===== config.mk =====
export PLATFORM = sky130hd
export DESIGN_NAME = bus_cycle_seq
export DESIGN_NICKNAME = d
export VERILOG_FILES = /design/src/rtl/bus_cycle_seq_pkg.sv /design/src/rtl/bus_pin_decode.sv /design/src/rtl/bus_cycle_seq.sv
export SDC_FILE = /design/constraint.sdc
export NUM_CORES = 1
export LEC_CHECK = 0
export BUFFER_PORTS_ARGS = -buffer_cell sky130_fd_sc_hd__buf_2
export CAP_MARGIN = 10
export CORE_UTILIZATION = 55
export CTS_CLUSTER_SIZE = 14
export DETAILED_ROUTE_END_ITERATION = 12
export GPL_TIMING_DRIVEN = 0
export PLACE_DENSITY_LB_ADDON = 0.3
export SYNTH_ARGS = -nofsm -noshare
export SYNTH_HDL_FRONTEND = slang
export SYNTH_SLANG_ARGS = --single-unit

===== constraint.sdc =====
create_clock -name clk -period 4.9 [get_ports clk]
set_input_delay 1.47 -clock clk [delete_from_list [all_inputs] [get_ports clk]]
set_output_delay 1.47 -clock clk [all_outputs]
set_load 0.02 [all_outputs]

===== src/rtl/bus_cycle_seq_pkg.sv =====
// Shared encodings for bus machine cycles and T-states, used by the
// instruction sequencer, the bus cycle sequencer and its bench.
package bus_cycle_seq_pkg;

   typedef enum logic [2:0] {
      CYC_M1   = 3'd0,
      CYC_MRD  = 3'd1,
      CYC_MWR  = 3'd2,
      CYC_IORD = 3'd3,
      CYC_IOWR = 3'd4
   } cyc_type_e;

   typedef enum logic [2:0] {
      TS_IDLE = 3'd0,
      TS_T1   = 3'd1,
      TS_T2   = 3'd2,
      TS_TW   = 3'd3,
      TS_T3   = 3'd4,
      TS_T4   = 3'd5
   } t_state_e;

   localparam int WCNT_W = 2;

   function automatic logic cyc_is_valid(input logic [2:0] t);
      return t <= 3'd4;
   endfunction

   function automatic logic cyc_is_io(input cyc_type_e t);
      return (t == CYC_IORD) || (t == CYC_IOWR);
   endfunction

endpackage


===== src/rtl/bus_pin_decode.sv =====
// Combinational map from {T-state, latched cycle type} to the bus control
// pins, data-latch enables and busy/done status.
module bus_pin_decode
   import bus_cycle_seq_pkg::*;
(
   input  logic [2:0] state,
   input  logic [2:0] cyc,
   output logic       busy,
   output logic       done,
   output logic       n_m1,
   output logic       n_mreq,
   output logic       n_iorq,
   output logic       n_rd,
   output logic       n_wr,
   output logic       n_rfsh,
   output logic       db_oe,
   output logic       db_re
);

   t_state_e  st;
   cyc_type_e ct;

   assign st = t_state_e'(state);
   assign ct = cyc_type_e'(cyc);

   always_comb begin
      busy   = (st != TS_IDLE);
      done   = 1'b0;
      n_m1   = 1'b1;
      n_mreq = 1'b1;
      n_iorq = 1'b1;
      n_rd   = 1'b1;
      n_wr   = 1'b1;
      n_rfsh = 1'b1;
      db_oe  = 1'b0;
      db_re  = 1'b0;
      case (ct)
         CYC_M1: begin
            case (st)
               TS_T1, TS_T2, TS_TW: begin
                  n_m1   = 1'b0;
                  n_mreq = 1'b0;
                  n_rd   = 1'b0;
               end
               TS_T3: begin
                  n_mreq = 1'b0;
                  n_rfsh = 1'b0;
                  db_re  = 1'b1;
               end
               TS_T4: begin
                  n_rfsh = 1'b0;
                  done   = 1'b1;
               end
               default: ;
            endcase
         end
         CYC_MRD: begin
            if (st inside {TS_T1, TS_T2, TS_TW, TS_T3}) begin
               n_mreq = 1'b0;
               n_rd   = 1'b0;
            end
            if (st == TS_T3) begin
               db_re = 1'b1;
               done  = 1'b1;
            end
         end
         CYC_MWR: begin
            if (st inside {TS_T1, TS_T2, TS_TW, TS_T3}) begin
               n_mreq = 1'b0;
               db_oe  = 1'b1;
            end
            if (st inside {TS_T2, TS_TW, TS_T3})
               n_wr = 1'b0;
            if (st == TS_T3)
               done = 1'b1;
         end
         CYC_IORD, CYC_IOWR: begin
            // T1 carries address only; the I/O strobes start in T2.
            if (st inside {TS_T2, TS_TW, TS_T3}) begin
               n_iorq = 1'b0;
               if (ct == CYC_IORD) n_rd = 1'b0;
               else                n_wr = 1'b0;
            end
            if (ct == CYC_IOWR && st inside {TS_T1, TS_T2, TS_TW, TS_T3})
               db_oe = 1'b1;
            if (st == TS_T3) begin
               db_re = (ct == CYC_IORD);
               done  = 1'b1;
            end
         end
         default: ;
      endcase
   end

endmodule


===== src/rtl/bus_cycle_seq.sv =====
// Machine-cycle T-state sequencer: expands one bus request into
// T1/T2/TW*/T3/(T4) and drives registered bus control pins.
//
// state   | meaning
// IDLE    | no bus cycle, all pins inactive
// T1      | address phase
// T2      | strobes start; nWAIT sampled here unless I/O auto-waits follow
// TW      | wait state (auto I/O wait while wcnt_q != 0, else nWAIT-driven)
// T3      | data transfer; last state except for opcode fetch
// T4      | opcode fetch refresh tail
module bus_cycle_seq
   import bus_cycle_seq_pkg::*;
#(
   parameter int IO_WAIT_STATES = 1,
   parameter int TSTATE_W       = 3
) (
   input  logic                clk,
   input  logic                nreset,
   input  logic                cycle_start,
   input  logic [2:0]          cycle_type,
   input  logic                nWAIT,
   output logic                busy,
   output logic                done,
   output logic [TSTATE_W-1:0] t_state,
   output logic                nM1,
   output logic                nMREQ,
   output logic                nIORQ,
   output logic                nRD,
   output logic                nWR,
   output logic                nRFSH,
   output logic                bus_db_pin_oe,
   output logic                bus_db_pin_re
);

   t_state_e          state_q, state_d;
   cyc_type_e         type_q, type_d;
   logic [WCNT_W-1:0] wcnt_q, wcnt_d;
   logic              accept, last_ts;

   logic busy_q, done_q, n_m1_q, n_mreq_q, n_iorq_q, n_rd_q, n_wr_q, n_rfsh_q, oe_q, re_q;
   logic busy_d, done_d, n_m1_d, n_mreq_d, n_iorq_d, n_rd_d, n_wr_d, n_rfsh_d, oe_d, re_d;

   always_comb begin
      state_d = state_q;
      type_d  = type_q;
      wcnt_d  = wcnt_q;
      accept  = cycle_start && cyc_is_valid(cycle_type);
      last_ts = (state_q == TS_T4) || (state_q == TS_T3 && type_q != CYC_M1);
      case (state_q)
         TS_T1: state_d = TS_T2;
         TS_T2: begin
            if (cyc_is_io(type_q) && IO_WAIT_STATES > 0) begin
               state_d = TS_TW;
               wcnt_d  = WCNT_W'(IO_WAIT_STATES - 1);
            end else begin
               state_d = nWAIT ? TS_T3 : TS_TW;
            end
         end
         TS_TW: begin
            if (wcnt_q != '0) wcnt_d  = wcnt_q - 1'b1;
            else              state_d = nWAIT ? TS_T3 : TS_TW;
         end
         TS_T3:   state_d = (type_q == CYC_M1) ? TS_T4 : TS_IDLE;
         default: state_d = TS_IDLE;
      endcase
      // Accepting in the done state chains cycles with no idle gap.
      if ((state_q == TS_IDLE || last_ts) && accept) begin
         state_d = TS_T1;
         type_d  = cyc_type_e'(cycle_type);
      end
   end

   // Decode the next state so the pins come out of flops aligned to it.
   bus_pin_decode u_decode (
      .state  (state_d),
      .cyc    (type_d),
      .busy   (busy_d),
      .done   (done_d),
      .n_m1   (n_m1_d),
      .n_mreq (n_mreq_d),
      .n_iorq (n_iorq_d),
      .n_rd   (n_rd_d),
      .n_wr   (n_wr_d),
      .n_rfsh (n_rfsh_d),
      .db_oe  (oe_d),
      .db_re  (re_d)
   );

   always_ff @(posedge clk) begin
      if (!nreset) begin
         state_q  <= TS_IDLE;
         type_q   <= CYC_M1;
         wcnt_q   <= '0;
         busy_q   <= 1'b0;
         done_q   <= 1'b0;
         n_m1_q   <= 1'b1;
         n_mreq_q <= 1'b1;
         n_iorq_q <= 1'b1;
         n_rd_q   <= 1'b1;
         n_wr_q   <= 1'b1;
         n_rfsh_q <= 1'b1;
         oe_q     <= 1'b0;
         re_q     <= 1'b0;
      end else begin
         state_q  <= state_d;
         type_q   <= type_d;
         wcnt_q   <= wcnt_d;
         busy_q   <= busy_d;
         done_q   <= done_d;
         n_m1_q   <= n_m1_d;
         n_mreq_q <= n_mreq_d;
         n_iorq_q <= n_iorq_d;
         n_rd_q   <= n_rd_d;
         n_wr_q   <= n_wr_d;
         n_rfsh_q <= n_rfsh_d;
         oe_q     <= oe_d;
         re_q     <= re_d;
      end
   end

   assign t_state       = TSTATE_W'(state_q);
   assign busy          = busy_q;
   assign done          = done_q;
   assign nM1           = n_m1_q;
   assign nMREQ         = n_mreq_q;
   assign nIORQ         = n_iorq_q;
   assign nRD           = n_rd_q;
   assign nWR           = n_wr_q;
   assign nRFSH         = n_rfsh_q;
   assign bus_db_pin_oe = oe_q;
   assign bus_db_pin_re = re_q;

endmodule


==> impl_results.md <==
* Row count at 14
* Startpoint types: input port
* DRT Pass-1 Iters at 4
* Gp weighted congestion at 0.814
* Setup bufs post-CTS at 0
* Final number of setup-violating endpoints at 0
* TritonCTS clock tree: built
* Most common cell after layout, fill and taps aside: buf_2
* Clock Power Share at 23.5%
* Non-Filler Instances at 144
* Die width at 42.5 microns
* Synth cell types at 38
* Synth Area per Inst at 8.52 sq um
* Leak pwr at 0.431 nW
* Worst EP required at 5.09 ns
* Worst Hold Class: reg2reg
* CP max FO at 8
* CTS HTree Levels at 1
* TritonCTS Sinks at 18
* Int Power at 210 uW
* Final wirelength at between 1.5 and 2 mm
* Nets@finish at 138
* Clk_lat worst skew at 0.29 ns
* DIE AREA at 0.00181 sq mm
* Max_slew headroom at between 30% and 40%
* Clock transition at path regs at 0.09 ns
* Vias post-DR at 832
* CTS resizes at 0
* I/O pin cnt at 20
* Starting density of the core at between 50% and 60%
* Antenna violations before repair at 0
* Die height at 42.5 microns
* Synth Register Bits at 18
* FMAX at 320 MHz
* Largest net degree at the start of global routing at 11
* Wire per inst at 13.4 microns
* Sequential group share of total power at 52.8%
* CTS root buf: clkbuf_4
* Area Overhead vs Synth at 15.2%
* Hold buffer count at CTS at 0
* Slew Viols, Final at 0
* Sw frac at 30.3%
* First-iteration detailed-routing DRC count at 29
* Period utilization at 63.7%
* Most frequent cells in the layout: buf_2, dfxtp_1, nand2_1
* First-pass GRT wire length at 3.23 mm
* Fin Hold WS at 0.490 ns
* Number of flops mapped to enable cells by yosys at 0
* Async SR Flop Fraction at 0%
* Multi-input gate area at ~510 sq um
* Critical path type: in2reg
* Number of global-route vias before repair at 760
* Top FF cell, synth: dfxtp_1
* Syn nets at 114
* GR Overflow Total at 0
* Final HPWL DP at approximately 1.5 mm
* GRT Util Overall at about a quarter
* CP Data Arrival Time at 3.31 ns
* Outcome: finished, final reports clean
* Remaining antenna violation count after routing at 0
* Final Critical Period at 3.12 ns
* Placeable Area at 0.00152 sq mm
* PD cells at 290 mW/mm^2
* Final Instance Area at 0.00104 sq mm
* Post-Synthesis Cells at 106
* Synth Warn # at 0
* Part of the Yosys area used for sequential elements at 39.9%
* DRC Markers at 0
* Worst Skew at 0.00381 ns
* Dpl cells at 141
* CTS Buf Count at 3
* CP Capture Type: flip-flop
* Hold Violations, Final at 0
* Final setup TNS at 0 ns
* Switch Pwr at 91.4 uW
* Total of max-cap violations at 0
* Filler cells at 124
* Least-Margin Pin Slew at slightly below 1 ns
* Post-route core utilization at roughly two thirds
* CTS Buffer Depth at 2
* FF/Latch Area at 360 sq um
* Placed Area at a little over 0.001 sq mm
* IO buf count at 19
* Mapped Area at roughly 900 sq um
* ANT cells at 0
* Share of layout cells above drive strength 1 at 21.9%
* Vias per inst at 5.78
* Peak VDD IR at 0.000223 V
* Comb pwr share at 23.7%
* Unrepaired setup endpoints after global routing: no
[Yosys cell counts (all sizes together), types with 2 or more instances]
cell	number	share of area [%]
nand3	4	2.8
inv	6	2.5
nand2	12	5.0
dfxtp	18	40
nor2	8	3.3
nor2b	7	4.8
a31oi	3	2.1
mux2i	2	2.2
or3	3	2.6
nor3	3	1.7
o21ai	4	2.2
o22ai	2	1.4
a21oi	2	1.1
o2111ai	2	2.6
o31ai	3	2.5
nand2b	4	2.8
and2	5	3.5
[registers in the layout (all words and copies together) (netlist names)]
register and count:
t_state 3, type_q 3, wcnt_q 2, bus_db_pin_oe 1
bus_db_pin_re 1, busy 1, done 1, nIORQ 1
nM1 1, nMREQ 1, nRD 1, nRFSH 1
nWR 1
[final cells by class]
type / count / share of cell area, %
Multi-Input combinational cell: 80 / 49.3
Tap cell: 16 / 1.92
Clock buffer: 3 / 2.16
Buffer: 1 / 0.361
Timing Repair Buffer: 19 / 9.13
Inverter: 7 / 2.52
Sequential cell: 18 / 34.6
[power groups by stage]
stage               clock network (mW)  logic, mW  registers, mW
floorplan                            0     0.0438          0.170
global placement                     0     0.0687          0.163
detailed placement                   0     0.0708          0.163
CTS                             0.0729     0.0712          0.159
global route                    0.0785     0.0791          0.160
finish                          0.0708     0.0716          0.159
[critical path: stages]
cell	delay, ns
buf_2	0.08
nor2b_1	0.27
o211ai_2	0.22
o31ai_1	0.82
nand2_1	0.19
o22ai_1	0.19
nand2_1	0.06
[layer usage]
metal	track usage (%)	vias to the layer above	part of all wire, %	wire [microns]
met1	28.1	368	43	834
met4	5.63	0	0.94	18
met2	42.2	30	50	960
met3	7.76	5	5.8	112
met5	0	-	0	0
li1	-	429	-	-
[cell families (layout without fill, tap and decap cells)]
kind of cell	Yosys count	count (layout)	synth area share, %
adder cells (fa/ha/maj)	1	1	1.38
multiplexers	2	2	2.22
buffers and inverters	8	30	3.32
AND/OR/NAND/NOR	53	53	33.1
XOR/XNOR	1	1	0.970
flip-flops	18	18	39.9
AO/OA/AOI/OAI	23	23	19.1
[stage by stage]
step | setup slack (ns) | power [mW]
3_5_place_dp | 1.53 | 0.233
3_3_place_gp | 1.62 | 0.231
6_report | 1.78 | 0.302
4_1_cts | 1.84 | 0.303
2_1_floorplan | 2.00 | 0.214
5_1_grt | 1.59 | 0.318
[worst paths after layout]
path          startpoint   endpoint  slack [ns]  cells past startpoint
max          cycle_start        nRD        1.78                      7
min            wcnt_q[0]  wcnt_q[0]        0.49                      2
max reg2reg   t_state[0]        nRD        2.54                      6
min reg2reg    wcnt_q[0]  wcnt_q[0]        0.49                      2
Note: power is estimated with default switching activity, not from simulation.
